### src/rtl/pc_sequencer.sv
// pc_sequencer: program counter with increment, branch, and call/return through a LIFO return stack.
module pc_sequencer #(
  parameter int PC_WIDTH = 5,
  parameter int STACK_DEPTH = 4,
  parameter logic [PC_WIDTH-1:0] RESET_VECTOR = '0,
  localparam int DW = $clog2(STACK_DEPTH + 1),
  localparam int AW = STACK_DEPTH > 1 ? $clog2(STACK_DEPTH) : 1
) (
  input  logic                clk,
  input  logic                reset,
  input  logic                control,
  input  logic [PC_WIDTH-1:0] target,
  input  logic                doBranch,
  input  logic                doCall,
  input  logic                doReturn,
  output logic [PC_WIDTH-1:0] pc,
  output logic [DW-1:0]       depth,
  output logic                stack_empty,
  output logic                stack_full,
  output logic                overflow_err,
  output logic                underflow_err
);
  logic [PC_WIDTH-1:0] stack [STACK_DEPTH];
  logic [PC_WIDTH-1:0] pc_inc, pc_nxt;
  logic [DW-1:0] depth_dec, depth_nxt;
  logic push, pop, ovf, unf;
  assign pc_inc = pc + 1'b1;
  assign depth_dec = depth - 1'b1;
  assign stack_empty = depth == '0;
  assign stack_full = depth == DW'(STACK_DEPTH);
  always_comb begin
    pop  = control & doReturn & ~stack_empty;
    unf  = control & doReturn & stack_empty;
    push = control & ~doReturn & doCall & ~stack_full;
    ovf  = control & ~doReturn & doCall & stack_full;
    pc_nxt = !control ? pc :
             pop ? stack[depth_dec[AW-1:0]] :
             push ? target :
             (doReturn | doCall) ? pc_inc :
             doBranch ? target : pc_inc;
    depth_nxt = pop ? depth_dec : push ? depth + 1'b1 : depth;
  end
  always_ff @(posedge clk or posedge reset)
    if (reset) begin
      pc <= RESET_VECTOR;
      depth <= '0;
      overflow_err <= 1'b0;
      underflow_err <= 1'b0;
    end else begin
      pc <= pc_nxt;
      depth <= depth_nxt;
      overflow_err <= overflow_err | ovf;
      underflow_err <= underflow_err | unf;
    end
  // Return addresses need no reset: only entries below depth are ever read.
  always_ff @(posedge clk)
    if (push) stack[depth[AW-1:0]] <= pc_inc;
endmodule
### config.mk
export PLATFORM = sky130hd
export DESIGN_NAME = pc_sequencer
export DESIGN_NICKNAME = d
export VERILOG_FILES = /design/src/rtl/pc_sequencer.sv
export SDC_FILE = /design/constraint.sdc
export NUM_CORES = 1
export LEC_CHECK = 0
export ABC_AREA = 1
export BUFFER_PORTS_ARGS = -buffer_cell sky130_fd_sc_hd__buf_2
export CORE_MARGIN = 5
export CORE_UTILIZATION = 43
export CTS_BUF_LIST = sky130_fd_sc_hd__clkbuf_8 sky130_fd_sc_hd__clkbuf_16
export DETAILED_ROUTE_END_ITERATION = 10
export GPL_ROUTABILITY_DRIVEN = 1
export PLACE_DENSITY = 0.69
export SETUP_SLACK_MARGIN = 0.05
export SYNTH_ARGS = -nofsm -noshare
export SYNTH_HDL_FRONTEND = slang
export SYNTH_SLANG_ARGS = --single-unit
export TNS_END_PERCENT = 50
### constraint.sdc
create_clock -name clk -period 1.95 [get_ports clk]
set_input_delay 0.195 -clock clk [delete_from_list [all_inputs] [get_ports clk]]
set_output_delay 0.195 -clock clk [all_outputs]
set_load 0.01 [all_outputs]
After elaboration in Yosys (flattened, before gate mapping):

Memory sizes are Yosys's and may differ from the RTL's.
Cells that the tools add are included.

* bits in registers: 10
* bits in latches: 0
* bits in writable memories: 20
* memory bits (read-only): 0
* output and inout bits: 12
* word-level logic and storage cells: 32
* memories: 1

Memories
* stack: depth 4, bits a word 5, read ports 1, clocked after memory_dff 0, write ports 1, RTL line 23 `logic [PC_WIDTH-1:0] stack [STACK_DEPTH];`

* add/subtract/negate cells: 3
* $mul: 0
* divide/modulo/power cells: 0
* order comparisons: 0
* equality and inequality tests: 1
* shifts and indexed selects: 0
* multiplexer cells: 8
* bitwise operators: 13
* reduce and logical (&&, ||, !) cells: 2

Operator list (number)
* $mux W5: 4
* $and A1 B1 Y1: 7
* $mux W3: 2
* $add A5 B1 Y5 const B: 1
* $add A3 B1 Y3 const B: 1
* $eq A3 B3 Y1 const B: 1
* $logic_not A3 Y1: 1
* $not A1 Y1: 3
* $or A1 B1 Y1: 3
* $sub A3 B1 Y3 const B: 1
* $mux W1: 2
* $reduce_bool A2 Y1: 1

Logic depth before layout (Yosys ltp):

* depth after elaboration: 6
* depth in mapped cells: 10
* mapped depth without buffers: 9

Worst setup path before layout:

OpenSTA, ideal clock, no wires.

* kind: register to register
* start point: register depth[0]
* end point: memory stack[2][0], enable pin
* library setup time: 0.339 ns
* arrival: 1.410 ns
* path slack: 0.200 ns
* cell stages (with the launch flop): 7
* period minus slack after synthesis: 1.750 ns
* cells stage by stage: dfrtp_1 inv_1 buf_2 ha_1 nand2_1 nand2_4 nor2_1

* word-level cells in the longest chain between the ends: 5

Ends and longest elaborated chain
* from (decl): RTL line 17 `output logic [DW-1:0] depth,`
* from (signal assigned): RTL line 51 `depth <= depth_nxt;`
* $eq A3 B3 Y1: RTL line 30 `assign stack_full = depth == DW'(STACK_DEPTH);`
* $not A1 Y1: RTL line 34 `push = control & ~doReturn & doCall & ~stack_full;`
* $and A1 B1 Y1: RTL line 34
* $mux W1: RTL line 57 `if (push) stack[depth[AW-1:0]] <= pc_inc;`
* $mux W1 (implied by the code): RTL line 57
* to (decl): RTL line 23

Several ways; a longest one is shown, not always the timed one.

Worst setup path after layout:

* start point: register depth[1]
* end point: memory stack[2][1], enable pin

The elaborated chain is that of the path after synthesis.

==> qor.json <==
{
  "status": {
    "outcome": "finished clean"
  },
  "power": {
    "p_int_mw": 1.520,
    "seq_power_share": 0.384,
    "comb_power_share": 0.436,
    "swShare": 0.4142,
    "post-layout-total-power_mw": 2.595,
    "power.ir.vdd_worst_v": 0.0007141,
    "cellLeakagePower_nw": 0.8401,
    "power_density_nw_per_um2": 1483,
    "power.share.clock": 0.180,
    "p_switching_mw": 1.075
  },
  "cells_and_area": {
    "antenna-diode-count": 0,
    "num-nets-final": 202,
    "layout-area-overhead-vs-synth_pct": 17.96,
    "drive_gt1_frac": 0.2151
  },
  "synthesis": {
    "syn_area_cell_um2": 9.574,
    "post_syn_area_um2": 1484,
    "synth-edff-count": 20,
    "synth.lib_cells_used.distinct": 22,
    "postSynthRegisterBits": 30,
    "synth-main-ff-cell": "sky130_fd_sc_hd__edfxtp_1",
    "mappedNetlistNets": 172,
    "post_synth_inst_count": 155,
    "ys_async_sr_fraction": 0.3333,
    "synth.yosys.seq_area_share": 0.5734,
    "synth_warnings": 0
  },
  "sta": {
    "max_slew_margin": 0.6545,
    "finalCriticalPeriod_ns": 1.706,
    "setup_viols_final": 0,
    "rsz0062_at_grt": "false",
    "fmaxAchievable_mhz": 586.1,
    "final_min_period_over_clock_period": 0.8749,
    "finClkSkew_ns": 0.005437,
    "slew_violations": 0,
    "setup-tns-final_ns": 0,
    "worst_pin_slew_ns": 0.5164,
    "finalHoldViolCount": 0
  },
  "routing": {
    "post-route-drc-count": 0,
    "final_ant_viol_nets": 0,
    "initialDrtViolationCount": 69,
    "dr_total_vias": 1123,
    "wl_met3_um": 197,
    "avgRoutedWirePerCell_um": 13.72,
    "detailedRoute.firstPassIterationCount": 5,
    "wirelength_um": 3183,
    "top_signal_layer_used": "met4",
    "vias_per_cell": 4.841,
    "met2WireLength_um": 1577,
    "m1WireLength_um": 1358
  },
  "clock_network": {
    "cts_made_buffers": 5,
    "clock_tree.htree_level_count": 2,
    "clk_latency_ns": 0.29,
    "cts-root-to-sink-buffers": 2,
    "clk_transition_reported_paths_ns": 0.06,
    "clock_tree_from_tritoncts": "built",
    "clockRootBuffer": "sky130_fd_sc_hd__clkbuf_8",
    "tritoncts_num_sinks": 30
  },
  "min_path": {
    "hold_path.class": "input pin to register"
  },
  "global_routing": {
    "grt_pass1_wl_um": 5485,
    "grt_max_degree": 15,
    "grt-ovfl-total": 0,
    "antenna_found_initial": 0,
    "grt_usage": 0.1664,
    "first_global_vias": 1187
  },
  "floorplanning": {
    "chipWidth_um": 68.75,
    "row_count": 21,
    "initial_utilization": 0.4447,
    "coreArea_um2": 3337,
    "die_height_um": 68.75,
    "die_area_um2": 4726,
    "pin_count": 23
  },
  "worst_setup_path": {
    "critical_path.cell_chain": "inv_1 -> ha_1 -> nand2_1 -> nand2_4 -> nor2_1",
    "critPathCaptureType": "register",
    "worst-endpoint-required_ns": 1.89,
    "crit_family": "simple AND/OR/NAND/NOR gates",
    "worst_path_largest_cell_delay_ns": 0.38,
    "critical_path_arrival_ns": 1.65,
    "critical_path.slowest_cell": "sky130_fd_sc_hd__dfrtp_1",
    "cp_max_fo": 10,
    "crit_buf_inv": 1,
    "criticalPathCategory": "register to register",
    "critPathLaunchType": "register"
  },
  "place": {
    "place.gp.congestion": 0.9045,
    "portBuffers": 22,
    "place.detailed.hpwl_um": 2351
  },
  "job": {
    "maxCapViolations": 0
  }
}
stage by stage:
stage / cells / hold WS (ns) / setup slack (ns) / utilization / instance area (um^2)
detailed placement: 223 / 0.2101 / 0.1901 / 0.4964 / 1657
CTS: 232 / 0.2095 / 0.1603 / 0.5238 / 1748
floorplan: 155 / 0.03518 / 0.2003 / - / 1484
global placement: 223 / 0.1924 / 0.3354 / 0.4964 / 1657
finish: 232 / 0.2121 / 0.2439 / 0.5246 / 1750
global route: 232 / 0.2326 / 0.09596 / 0.5246 / 1750
cell type report:
| cell class | instances | area (um^2) |
|---|---|---|
| multi-input combinational | 106 | 560.5 |
| tap | 46 | 57.56 |
| clock buffer | 5 | 68.82 |
| fill | 302 | 1587 |
| timing repair buffer | 25 | 135.1 |
| clock inverter | 3 | 12.51 |
| inverter | 17 | 65.06 |
| sequential | 30 | 850.8 |
cell usage after synthesis (all sizes together) (2+ instances only):
library cell	number	area share
a21oi	5	0.017
edfxtp	20	0.40
inv	15	0.038
nor2	4	0.015
ha	6	0.051
dfrtp	10	0.17
nand4	2	0.0084
nand2	58	0.16
nand3	24	0.084
xor2	3	0.018
clkinv	2	0.0059
buf	2	0.0067
power by group through the flow:
stage / clock, mW / sequential (mW) / combinational [mW]
after detailed placement: 0 / 1.01 / 1.13
final: 0.468 / 0.997 / 1.13
after floorplan: 0 / 1.05 / 0.681
after global routing: 0.521 / 1.02 / 1.29
after CTS: 0.475 / 0.997 / 1.14
after global placement: 0 / 1.00 / 1.13
worst paths after layout:
kind	startpoint	to	slack [ns]	depth (start not counted)
max	depth[1]	stack[2][1]	0.24	5
min	target[0]	pc[0]	0.21	5
max reg2reg	depth[1]	stack[2][1]	0.24	5
min reg2reg	underflow_err	underflow_err	0.47	1
max in group asynchronous	reset	pc[2]	1.19	3
min in group asynchronous	reset	depth[0]	0.46	3
state kept, by name, summed over array words and instances (netlist names):
signal and flops:
depth 3, overflow_err 1, pc 5, stack 20, underflow_err 1
logic make-up after synthesis:
logic type	Yosys count	share of synthesized area
XOR/XNOR	3	0.01771
AO/OA/AOI/OAI	8	0.03373
buffers and inverters	19	0.05058
flip-flops	30	0.5734
adder cells (fa/ha/maj)	6	0.05059
AND/OR/NAND/NOR	89	0.2740
worst register-to-register path, stage by stage (launching register included):
cell and delay (ns):
sky130_fd_sc_hd__dfrtp_1 0.38, sky130_fd_sc_hd__inv_1 0.10, sky130_fd_sc_hd__ha_1 0.21, sky130_fd_sc_hd__nand2_1 0.18
sky130_fd_sc_hd__nand2_4 0.13, sky130_fd_sc_hd__nor2_1 0.35
placed cells by master (no fill, tap or decap):
cell type,n
sky130_fd_sc_hd__nand3_2,1
sky130_fd_sc_hd__o221ai_1,1
sky130_fd_sc_hd__clkinv_2,2
sky130_fd_sc_hd__nand3_1,23
sky130_fd_sc_hd__nand4_1,2
sky130_fd_sc_hd__a21oi_1,5
sky130_fd_sc_hd__nand3b_2,1
sky130_fd_sc_hd__dlygate4sd3_1,1
sky130_fd_sc_hd__inv_1,15
sky130_fd_sc_hd__inv_2,1
sky130_fd_sc_hd__nor2_4,1
sky130_fd_sc_hd__xor2_1,3
sky130_fd_sc_hd__nand2_1,55
sky130_fd_sc_hd__nor2_1,2
sky130_fd_sc_hd__buf_2,22
sky130_fd_sc_hd__a31o_2,1
sky130_fd_sc_hd__clkbuf_8,5
sky130_fd_sc_hd__o21bai_1,1
sky130_fd_sc_hd__nand2_4,2
sky130_fd_sc_hd__nor2_2,1
sky130_fd_sc_hd__dfrtp_1,10
sky130_fd_sc_hd__edfxtp_1,20
sky130_fd_sc_hd__nand2_2,1
sky130_fd_sc_hd__buf_4,2
sky130_fd_sc_hd__ha_1,6
sky130_fd_sc_hd__clkinv_1,2
per-layer routing:
layer | track usage | up-vias
met3 | 0.05348 | 6
li1 | - | 573
met2 | 0.2706 | 33
met5 | 0 | -
met4 | 0.06326 | 0
met1 | 0.2058 | 511
repair_timing:
action,in CTS,in global routing
hold buffers,1,0
endpoints found under the hold margin,10,0
buffers inserted,0,0
gates resized for setup,0,1
setup endpoints to repair,0,5
Power figures use the tool's default switching activity.
